`src/rtl/cpu_ctrl_pkg.sv`:
```
// Shared types and encodings for the cpu_controller FSM and instruction decoder.
package cpu_ctrl_pkg;

  typedef enum logic [2:0] {
    S_WAIT,
    S_DECODE,
    S_WRITE_IMM,
    S_GET_A,
    S_GET_B,
    S_ALU,
    S_WRITE_REG,
    S_TRAP
  } state_e;

  localparam logic [2:0] OPC_MOV    = 3'b110;
  localparam logic [2:0] OPC_ALU    = 3'b101;
  localparam logic [1:0] OP_MOV_IMM = 2'b10;
  localparam logic [1:0] OP_MOV_REG = 2'b00;

  localparam logic [1:0] ALU_ADD = 2'b00;
  localparam logic [1:0] ALU_CMP = 2'b01;
  localparam logic [1:0] ALU_AND = 2'b10;
  localparam logic [1:0] ALU_MVN = 2'b11;

  localparam logic [1:0] VSEL_C     = 2'b00;
  localparam logic [1:0] VSEL_PC    = 2'b01;
  localparam logic [1:0] VSEL_IMM8  = 2'b10;
  localparam logic [1:0] VSEL_MDATA = 2'b11;

  localparam logic [1:0] SH_NONE = 2'b00;
  localparam logic [1:0] SH_LSL  = 2'b01;
  localparam logic [1:0] SH_LSR  = 2'b10;
  localparam logic [1:0] SH_ASR  = 2'b11;

endpackage

```
`src/rtl/cpu_controller_instr_decoder.sv`:
```
// Combinational field extraction, instruction class decode and immediate
// sign extension from the execute copy of the instruction register.
module instr_decoder
  import cpu_ctrl_pkg::*;
#(
  parameter int WIDTH = 16,
  parameter int RW    = 3
) (
  input  logic [WIDTH-1:0] xr,
  output logic [RW-1:0]    rn,
  output logic [RW-1:0]    rd,
  output logic [RW-1:0]    rm,
  output logic [1:0]       sh,
  output logic [1:0]       op,
  output logic             is_movi,
  output logic             is_movr,
  output logic             is_illegal,
  output logic [WIDTH-1:0] sximm5,
  output logic [WIDTH-1:0] sximm8
);

  logic [2:0] opcode;
  logic       is_alu;

  always_comb begin
    opcode     = xr[15:13];
    op         = xr[12:11];
    rn         = xr[8 +: RW];
    rd         = xr[5 +: RW];
    sh         = xr[4:3];
    rm         = xr[0 +: RW];
    is_movi    = (opcode == OPC_MOV) && (op == OP_MOV_IMM);
    is_movr    = (opcode == OPC_MOV) && (op == OP_MOV_REG);
    is_alu     = (opcode == OPC_ALU);
    is_illegal = !(is_movi || is_movr || is_alu);
    sximm5     = {{(WIDTH-5){xr[4]}}, xr[4:0]};
    sximm8     = {{(WIDTH-8){xr[7]}}, xr[7:0]};
  end

endmodule

```
`src/rtl/cpu_controller.sv`:
```
// Moore FSM + IR/XR instruction registers sequencing the register/shifter/ALU
// datapath. Optional illegal-instruction trap state enabled by ILLEGAL_TRAP_EN.
module cpu_controller
  import cpu_ctrl_pkg::*;
#(
  parameter int WIDTH = 16,
  parameter int RW    = 3
) (
  input  logic             clk,
  input  logic             reset_n,
  input  logic             s,
  input  logic             load,
  input  logic [WIDTH-1:0] in,
  output logic             w,
  output logic [RW-1:0]    writenum,
  output logic [RW-1:0]    readnum,
  output logic             write,
  output logic             loada,
  output logic             loadb,
  output logic             loadc,
  output logic             loads,
  output logic             asel,
  output logic             bsel,
  output logic [1:0]       vsel,
  output logic [1:0]       shift,
  output logic [1:0]       ALUop,
  output logic [WIDTH-1:0] sximm5,
  output logic [WIDTH-1:0] sximm8,
  output logic             err
);

  state_e           state_q, state_d;
  logic [WIDTH-1:0] ir_q, ir_d;
  logic [WIDTH-1:0] xr_q, xr_d;

  logic [RW-1:0] rn, rd, rm;
  logic [1:0]    sh, op;
  logic          is_movi, is_movr, is_illegal;

  instr_decoder #(.WIDTH(WIDTH), .RW(RW)) u_dec (
    .xr         (xr_q),
    .rn         (rn),
    .rd         (rd),
    .rm         (rm),
    .sh         (sh),
    .op         (op),
    .is_movi    (is_movi),
    .is_movr    (is_movr),
    .is_illegal (is_illegal),
    .sximm5     (sximm5),
    .sximm8     (sximm8)
  );

  always_ff @(posedge clk) begin
    if (!reset_n) begin
      state_q <= S_WAIT;
      ir_q    <= '0;
      xr_q    <= '0;
    end else begin
      state_q <= state_d;
      ir_q    <= ir_d;
      xr_q    <= xr_d;
    end
  end

  // XR snapshots IR only when leaving WAIT, so IR reloads mid-instruction are harmless.
  always_comb begin
    ir_d = load ? in : ir_q;
    xr_d = ((state_q == S_WAIT) && s) ? ir_q : xr_q;
  end

  always_comb begin
    state_d  = state_q;
    w        = 1'b0;
    writenum = '0;
    readnum  = '0;
    write    = 1'b0;
    loada    = 1'b0;
    loadb    = 1'b0;
    loadc    = 1'b0;
    loads    = 1'b0;
    asel     = 1'b0;
    bsel     = 1'b0;
    vsel     = VSEL_C;
    shift    = SH_NONE;
    ALUop    = ALU_ADD;
    err      = 1'b0;

    case (state_q)
      S_WAIT: begin
        w = 1'b1;
        if (s) state_d = S_DECODE;
      end
      S_DECODE: begin
        if (is_illegal) begin
`ifdef ILLEGAL_TRAP_EN
          state_d = S_TRAP;
`else
          state_d = S_WAIT;
`endif
        end else if (is_movi) begin
          state_d = S_WRITE_IMM;
        end else if (is_movr) begin
          state_d = S_GET_B;
        end else begin
          state_d = S_GET_A;
        end
      end
      S_WRITE_IMM: begin
        writenum = rn;
        vsel     = VSEL_IMM8;
        write    = 1'b1;
        state_d  = S_WAIT;
      end
      S_GET_A: begin
        readnum = rn;
        loada   = 1'b1;
        state_d = S_GET_B;
      end
      S_GET_B: begin
        readnum = rm;
        loadb   = 1'b1;
        state_d = S_ALU;
      end
      S_ALU: begin
        bsel  = 1'b0;
        shift = sh;
        if (is_movr) begin
          asel    = 1'b1;
          ALUop   = ALU_ADD;
          loadc   = 1'b1;
          state_d = S_WRITE_REG;
        end else if (op == ALU_CMP) begin
          ALUop   = op;
          loads   = 1'b1;
          state_d = S_WAIT;
        end else begin
          ALUop   = op;
          loadc   = 1'b1;
          state_d = S_WRITE_REG;
        end
      end
      S_WRITE_REG: begin
        writenum = rd;
        vsel     = VSEL_C;
        write    = 1'b1;
        state_d  = S_WAIT;
      end
      S_TRAP: begin
`ifdef ILLEGAL_TRAP_EN
        err = 1'b1;
`else
        state_d = S_WAIT;
`endif
      end
      default: state_d = S_WAIT;
    endcase
  end

endmodule

```
`config.mk`:
```
export PLATFORM = sky130hd
export DESIGN_NAME = cpu_controller
export DESIGN_NICKNAME = d
export VERILOG_FILES = /design/src/rtl/cpu_ctrl_pkg.sv /design/src/rtl/cpu_controller_instr_decoder.sv /design/src/rtl/cpu_controller.sv
export SDC_FILE = /design/constraint.sdc
export NUM_CORES = 1
export LEC_CHECK = 0
export BUFFER_PORTS_ARGS = -buffer_cell sky130_fd_sc_hd__buf_4
export CAP_MARGIN = 20
export CORE_MARGIN = 2
export CORE_UTILIZATION = 30
export DETAILED_ROUTE_END_ITERATION = 6
export GPL_TIMING_DRIVEN = 0
export MAX_ROUTING_LAYER = met4
export PLACE_DENSITY_LB_ADDON = 0.05
export REMOVE_ABC_BUFFERS = 1
export SLEW_MARGIN = 20
export SYNTH_ARGS = -nofsm -noshare
export SYNTH_HDL_FRONTEND = slang
export SYNTH_SLANG_ARGS = --single-unit
```
`constraint.sdc`:
```
create_clock -name clk -period 2.6 [get_ports clk]
set_input_delay 0.39 -clock clk [delete_from_list [all_inputs] [get_ports clk]]
set_output_delay 0.39 -clock clk [all_outputs]
set_load 0.05 [all_outputs]
```
# Word-level counts from Yosys, hierarchy flattened
# Cells that the tools add are included.
# Widths: inputs -> output; s select.
classes:
  n_shift: 0
  div_mod_pow: 0
  n_eq_ne: 12
  mux: 25
  n_addsub: 0
  reduce_logical: 9
  order_cmp: 0
  n_mul: 0
  bitwise_logic: 0
op_table:
  columns: ["operator", "count"]
  rows:
  - ["$eq 3x3->1 const B", 6]
  - ["$mux 3", 6]
  - ["$pmux 3 s6", 1]
  - ["$mux 1", 12]
  - ["$pmux 3 s2", 2]
  - ["$mux 2", 4]
  - ["$eq 3x2->1 const B", 2]
  - ["$eq 3x1->1 const B", 1]
  - ["$logic_and 1x1->1", 3]
  - ["$logic_not 3->1", 1]
  - ["$reduce_or 3->1", 1]
  - ["$eq 2x1->1 const B", 1]
  - ["$eq 2x2->1 const B", 1]
  - ["$logic_not 2->1", 1]
  - ["$logic_or 1x1->1", 2]
  - ["$ne 2x2->1 const B", 1]
  - ["$reduce_or 2->1", 1]
totals:
  mem_bits_rw: 0
  out_inout_bits: 53
  n_memories: 0
  inputBits: 20
  romBits: 0
  reg_bits: 35
  latchBits: 0
  word_cells: 49

# Longest topological paths before layout
# Gate-level depths: netlist of run 1.
depth:
  depth_word: 6
  mapped_depth: 5
  depth_no_buf: 3

# Cells and area by module
# From an unflattened synthesis of run 1, not the netlist that was laid out.
hier_totals:
  cells_unflattened: 222
  area_unflattened_um2: 1924.3
modules_own_cells:
  columns: ["module", "n_inst", "seq_area_each_um2", "cells_per_inst", "area_each_um2"]
  rows:
  - ["cpu_controller", 1, 700.7, 172, 1550.2]
  - ["instr_decoder", 1, 0.0, 50, 374.1]

# Worst setup path before layout of run 1
# OpenSTA, ideal clock, no wires.
synth_timing:
  path_kind: "flip-flop to output port"
  from: "register state_q[0]"
  to: "output port readnum[0]"
  path_stages_with_launch: 4
  t_required_ns: 2.210
  n_path_buf: 1
  t_arrival_ns: 2.437
  slack_ns: -0.227
  cell_sequence: "dfxtp_1 -> buf_2 -> nor3b_1 -> a22o_1"
synth_via:
  elab_chain_cells: 2
  elab_cells_between_ends: 3
  cone_classes: "2 x eq/ne; 1 x mux"
synth_lines:
  columns: ["item", "line_no", "text"]
  rows:
  - ["start: declaration", "cpu_controller.sv:32", "state_e state_q, state_d;"]
  - ["start signal: assignment", "cpu_controller.sv:60", "state_q <= state_d;"]
  - ["$eq 3x3->1 or $eq 3x2->1 (tied branches)", "cpu_controller.sv:89", "case (state_q)"]
  - ["$pmux 3 s2 (*)", "cpu_controller.sv:89", null]
  - ["end: declaration", "cpu_controller.sv:16", "output logic [RW-1:0] readnum,"]
# Mark *: on every way between the ends. The rest lies on a longest branch, timed or not.

# Final worst setup path of run 1
layout_timing:
  from: "register state_q[2]"
  to: "output port readnum[2]"
# The elaborated chain is that of the path after synthesis.

==> impl_metrics.tcl, run 1 <==
set metrics [dict create \
    status "finished, final reports clean" \
    drtPass1Iterations 4 \
    post_cts_buffers 0 \
    first_iter_violations 48 \
    numCtsBuffers 5 \
    start_util_pct 31.0 \
    clkSinkCount 35 \
    ys_warn_count 0 \
    fin_area_um2 2220 \
    clockBufferDepth 2 \
    tightest_slew_ns 1.00 \
    min_path_cells 3 \
    cts_tree "done" \
    r2r_slack_ns 0.86 \
    worst_ep_required_time_ns 2.21 \
    route.vias.total 1362 \
    vias_per_cell 4.35 \
    globalplace.congestion 0.676 \
    synthCells 205 \
    leakagePower_nw 1.03 \
    hold_start "in[2]" \
    antenna_found_initial 0 \
    grt_pass1_wl_um 6690 \
    tns_ns 0 \
    rsz0062_at_grt "no" \
    hold_violations 0 \
    regToRegStartpoint "state_q[2]" \
    irDropWorstVdd_mv 0.269 \
    crit_path_start_kind "flip-flop" \
    ff2ff_path_depth 3 \
    crit_path_max_fanout 15 \
    cts-hold-fix-buffers 0 \
    synth-seq-cells 35 \
    path_clk_slew_ns 0.07 \
    cts-root-buf "clkbuf_8" \
    relSlewSlack_pct 33.1 \
    hold_end "ir_q[2]" \
    path_cells "nor3b_1, a22o_1, buf_4" \
    area_growth_pct 21.9 \
    setup_viol 0 \
    ios 73 \
    synth_top_area_cell "dfxtp_1" \
    clock_latency_ns 0.28 \
    fp.dieW_um 82.0 \
    hold_path.class "input port to flip-flop" \
    nets 257 \
    critical_path_class "flip-flop to primary output" \
    postSynthAreaPerCell_um2 8.89 \
    grt_pass1_vias 1362 \
    cpPeakStageDelay_ns 0.68 \
    stdcell_count 313 \
    die_area_um2 6720 \
    period_share_pct 86.7 \
    htree_levels 2 \
    placedInstanceArea_um2 2120 \
    rows 28 \
    fmax_mhz 444 \
    cpMaxStageDelayCell "dfxtp_1" \
    power_mw 1.20 \
    die_h_um 82.0 \
    grt_max_degree 37 \
    fin_crit_ns 2.25 \
    synth-seq-area-share_pct 38.4 \
    power_density_nw_per_um2 540 \
    port_buffers 69 \
    ant_nets 0 \
    cp-end-kind "primary output" \
    antennaDiodeCount 0 \
    synth_top_area_share_pct 38.4 \
    grt_use_total_pct 13.6 \
    synth_area_leaders "dfxtp_1 (38%), buf_4 (14%), mux2i_1 (10%), nand2_1 (7.0%), nor2b_1 (5.8%)" \
    routedWlPerCell_um 13.0 \
    drive_gt1_share_pct 32.4 \
    dp_cells 305 \
    grt-ovfl-total 0 \
    synth_cell_types 31 \
    cap_violations 0 \
    drv_slew 0 \
    core_area_um2 5890 \
    drc_errors 0 \
    cts-resized-gates 0 \
    cp_data_arrival_time_ns 1.86 \
    routed_wirelength_um 4080 \
    r2r-end "xr_q[2]" \
    dpl.hpwl_um 2780 \
    skew_ns 0.00671 \
    netlist_area_um2 1820 \
    post-route-util_pct 37.8 \
]
-- report_power, final --
part / switching, mW / internal (mW) / total, mW
clock network: 0.187 / 0.242 / 0.429
registers: 0.0200 / 0.560 / 0.580
logic: 0.119 / 0.0708 / 0.190
-- kinds of logic after synthesis --
kind of cell | count (synthesis) | share of synthesized area (%)
other | 1 | 0.206
AOI/OAI and AO/OA | 24 | 10.1
buffers and inverters | 49 | 18.2
muxes | 19 | 10.4
and+or+nand+nor | 77 | 22.6
DFF | 35 | 38.4
-- cell usage after synthesis (all sizes together) --
| cell type | number |
|---|---|
| nand3b | 2 |
| mux2i | 19 |
| nor4b | 1 |
| o22ai | 1 |
| nor4bb | 1 |
| nor3 | 1 |
| nand2 | 34 |
| nor2b | 17 |
| nor2 | 8 |
| nand2b | 1 |
| buf | 43 |
| clkbuf | 3 |
| or3 | 1 |
| nor3b | 2 |
| o21a | 1 |
| and3b | 2 |
| or4b | 1 |
| o311a | 1 |
| inv | 3 |
| a21o | 1 |
| dfxtp | 35 |
| a21boi | 16 |
| conb | 1 |
| and3 | 1 |
| and4 | 1 |
| and2 | 4 |
| a31oi | 1 |
| a22o | 3 |
-- cells in the final DEF (no fill, tap or decap), types with 2 or more instances in the layout --
master	netlist	routed
buf_4	35	69
dfxtp_1	35	35
nand2_1	34	34
mux2i_1	19	19
nor2b_1	17	17
a21boi_1	10	10
nor2_1	8	8
clkbuf_8	0	7
a21boi_0	6	6
and2_1	4	4
inv_1	3	3
a22o_1	3	3
conb_1	1	3
nand3b_1	2	2
nor3b_1	2	2
and3b_1	2	2
-- worst max-delay path by stage --
stage	depth (start not counted)	startpoint	slack (ns)	endpoint
finish	3	state_q[2]	0.35	readnum[2]
global placement	3	state_q[2]	0.60	readnum[2]
global route	3	state_q[2]	0.13	readnum[1]
floorplan	1	xr_q[4]	-3.09	shift[1]
detailed placement	3	state_q[2]	0.64	readnum[2]
CTS	3	state_q[2]	0.32	readnum[2]
-- area by class of cell --
type	count	area, um^2
well taps	75	93.8
clock buffers	8	100
repair buffers	69	518
inverters	3	11.3
flip-flops and latches	35	701
fillers	630	3660
multi-input cells	123	798
-- critical path, delay by kind of cell, from the launching register on --
kind                   cells  cell delay (ns)
buffers and inverters      1             0.20
AND/OR/NAND/NOR            1             0.48
flip-flops                 1             0.68
AO/OA/AOI/OAI              1             0.23
-- routing by layer --
layer / track usage (%) / vias up / routed length [um]
met2: 21.2 / 29 / 1960
met4: 5.00 / 0 / 51
li1: - / 698 / -
met3: 3.30 / 8 / 157
met1: 17.1 / 627 / 1910
met5: - / - / 0
-- stage by stage --
stage / hold slack (ns) / setup WS (ns)
floorplan: 0.430 / -3.09
finish: 0.362 / 0.346
detailed placement: 0.447 / 0.638
global placement: 0.445 / 0.603
CTS: 0.356 / 0.325
global route: 0.360 / 0.127
-- state kept, by name (all words and copies together), names as in the netlist --
| register | flops |
|---|---|
| ir_q | 16 |
| xr_q | 16 |
| state_q | 3 |
Note: power is estimated with default switching activity, not from simulation.
==> run 2, diff against run 1 <==
--- a/config.mk
+++ b/config.mk
@@ -14,6 +14,7 @@
 export MAX_ROUTING_LAYER = met4
 export PLACE_DENSITY_LB_ADDON = 0.05
 export REMOVE_ABC_BUFFERS = 1
+export SETUP_SLACK_MARGIN = 0.5
 export SLEW_MARGIN = 20
 export SYNTH_ARGS = -nofsm -noshare
 export SYNTH_HDL_FRONTEND = slang
==> run 2 against run 1 <==
  * Highest routed layer unchanged
  * Non-clock buffer count unchanged
  * Combinational power about the same
  * Global-route usage unchanged
  * Clock power about the same
  * First-iteration DRC count down 13%
  * Flip-flop and latch count unchanged
  * Largest power group unchanged
  * Sequential power about the same
  * Total power down 0.11%
  * Critical endpoint unchanged
  * Hold slack better by 0.0019 ns
  * Sequential share of layout area about the same
  * Final cell count unchanged
==> impl_metrics.tcl, run 2 (synthesized netlist as in run 1, its figures left out) <==
set metrics [dict create \
    dp_slack_ns 0.638 \
    leakagePower_nw 1.03 \
    crit_start "state_q[2]" \
    antenna_found_initial 0 \
    cap_violations 0 \
    post-route-util_pct 37.9 \
    start_util_pct 31.0 \
    area_growth_pct 22.4 \
    drtPass1Iterations 4 \
    route.vias.total 1358 \
    whs_ns 0.363 \
    setup_ws_ns 0.681 \
    die_area_um2 6720 \
    critical_path_class "flip-flop to primary output" \
    numCtsBuffers 5 \
    die_h_um 82.0 \
    clockBufferDepth 2 \
    rows 28 \
    period_share_pct 73.8 \
    r2r_slack_ns 0.97 \
    fin_crit_ns 1.92 \
    htree_levels 2 \
    core_area_um2 5890 \
    swShare_pct 27.1 \
    tns_ns 0 \
    cp-end-kind "primary output" \
    worst_ep_required_time_ns 2.21 \
    status "finished, final reports clean" \
    crit_path_start_kind "flip-flop" \
    clkSinkCount 35 \
    post_cts_buffers 0 \
    clock_latency_ns 0.28 \
    relSlewSlack_pct 34.2 \
    irDropWorstVdd_mv 0.268 \
    nets 257 \
    ios 73 \
    grt_use_total_pct 13.6 \
    drv_slew 0 \
    power_mw 1.20 \
    r2r-end "xr_q[2]" \
    globalplace.congestion 0.676 \
    cts-root-buf "clkbuf_8" \
    p_sw_mw 0.325 \
    cp_data_arrival_time_ns 1.53 \
    p_seq_share_pct 48.5 \
    cp-endpoint "readnum[2]" \
    grt_pass1_vias 1362 \
    top_regs "ir_q (16), xr_q (16), state_q (3)" \
    regToRegStartpoint "state_q[0]" \
    rsz0062_at_grt "no" \
    cts-hold-fix-buffers 0 \
    grt-ovfl-total 0 \
    setup_viol 0 \
    hold_path.class "input port to flip-flop" \
    ff2ff_path_depth 3 \
    p_int_mw 0.873 \
    power_density_nw_per_um2 537 \
    dpl.hpwl_um 2780 \
    port_buffers 69 \
    crit_path_max_fanout 15 \
    mostFrequentLayoutCell "buf_4" \
    hold_violations 0 \
    grt_pass1_wl_um 6690 \
    ant_nets 0 \
    fp.dieW_um 82.0 \
    vias_per_cell 4.34 \
    drive_gt1_share_pct 34.0 \
    routedWlPerCell_um 13.1 \
    power.share.clock_pct 35.7 \
    path_clk_slew_ns 0.07 \
    cts_tree "done" \
    grt_max_degree 37 \
    tightest_slew_ns 0.983 \
    routed_wirelength_um 4090 \
    mostFrequentLayoutCells "buf_4 (69), nand2_1 (34), dfxtp_1 (32)" \
    antennaDiodeCount 0 \
    skew_ns 0.00842 \
    fmax_mhz 521 \
    first_iter_violations 42 \
    drc_errors 0 \
    p_comb_share_pct 15.9 \
]
[run 2: cell counts in the layout (fill, tap and decap cells not counted)]
No cell type changed its count.
[run 2: power by group through the flow]
stage                     combinational (mW)  clock [mW]  sequential [mW]
after floorplan                       0.0641           0            0.643
after global placement                 0.193           0            0.593
after detailed placement               0.193           0            0.592
after CTS                              0.193       0.448            0.580
after global routing                   0.205       0.477            0.584
final                                  0.190       0.427            0.580
[run 2: worst min-delay path by stage]
stage | start | end | slack (ns) | cells after the start
detailed placement | ir_q[13] | xr_q[13] | 0.45 | 2
floorplan | ir_q[14] | xr_q[14] | 0.43 | 2
global route | in[2] | ir_q[2] | 0.36 | 3
global placement | ir_q[11] | xr_q[11] | 0.44 | 2
CTS | in[1] | ir_q[1] | 0.36 | 3
finish | in[2] | ir_q[2] | 0.36 | 3
[run 2: metrics by stage]
step                      instance area, um^2  cells
after floorplan                          1510    161
after global placement                   2120    305
after detailed placement                 2120    305
after CTS                                2220    313
after global routing                     2230    313
final                                    2230    313
[run 2: final cells by class]
| cell class | count | area (um^2) |
|---|---|---|
| Tap cell | 75 | 93.8 |
| Sequential cell | 35 | 704 |
| Multi-Input combinational cell | 123 | 803 |
| Clock buffer | 8 | 100 |
| Fill cell | 629 | 3650 |
| Inverter | 3 | 11.3 |
| Timing Repair Buffer | 69 | 518 |
[run 2: worst max-delay path, stage by stage, from the launching register on]
cell and delay [ns]:
dfxtp_2 0.51, nor3b_2 0.34, a22o_1 0.20, buf_4 0.20
[run 2: routing by layer]
layer  track usage (%)  part of all wire, %  wire length (um)  vias to the layer above
met5                 -                    0                 0                        -
met4              5.00                  1.2                48                        0
met3              3.30                  3.9               159                        7
met2              21.2                   48              1950                       28
met1              17.1                   47              1940                      628
li1                  -                    -                 -                      695
[run 2: timing repair]
action,in CTS,in global routing
endpoints found under the setup margin,5,3
gates cloned,0,0
hold endpoints to repair,0,0
gates resized for setup,1,3
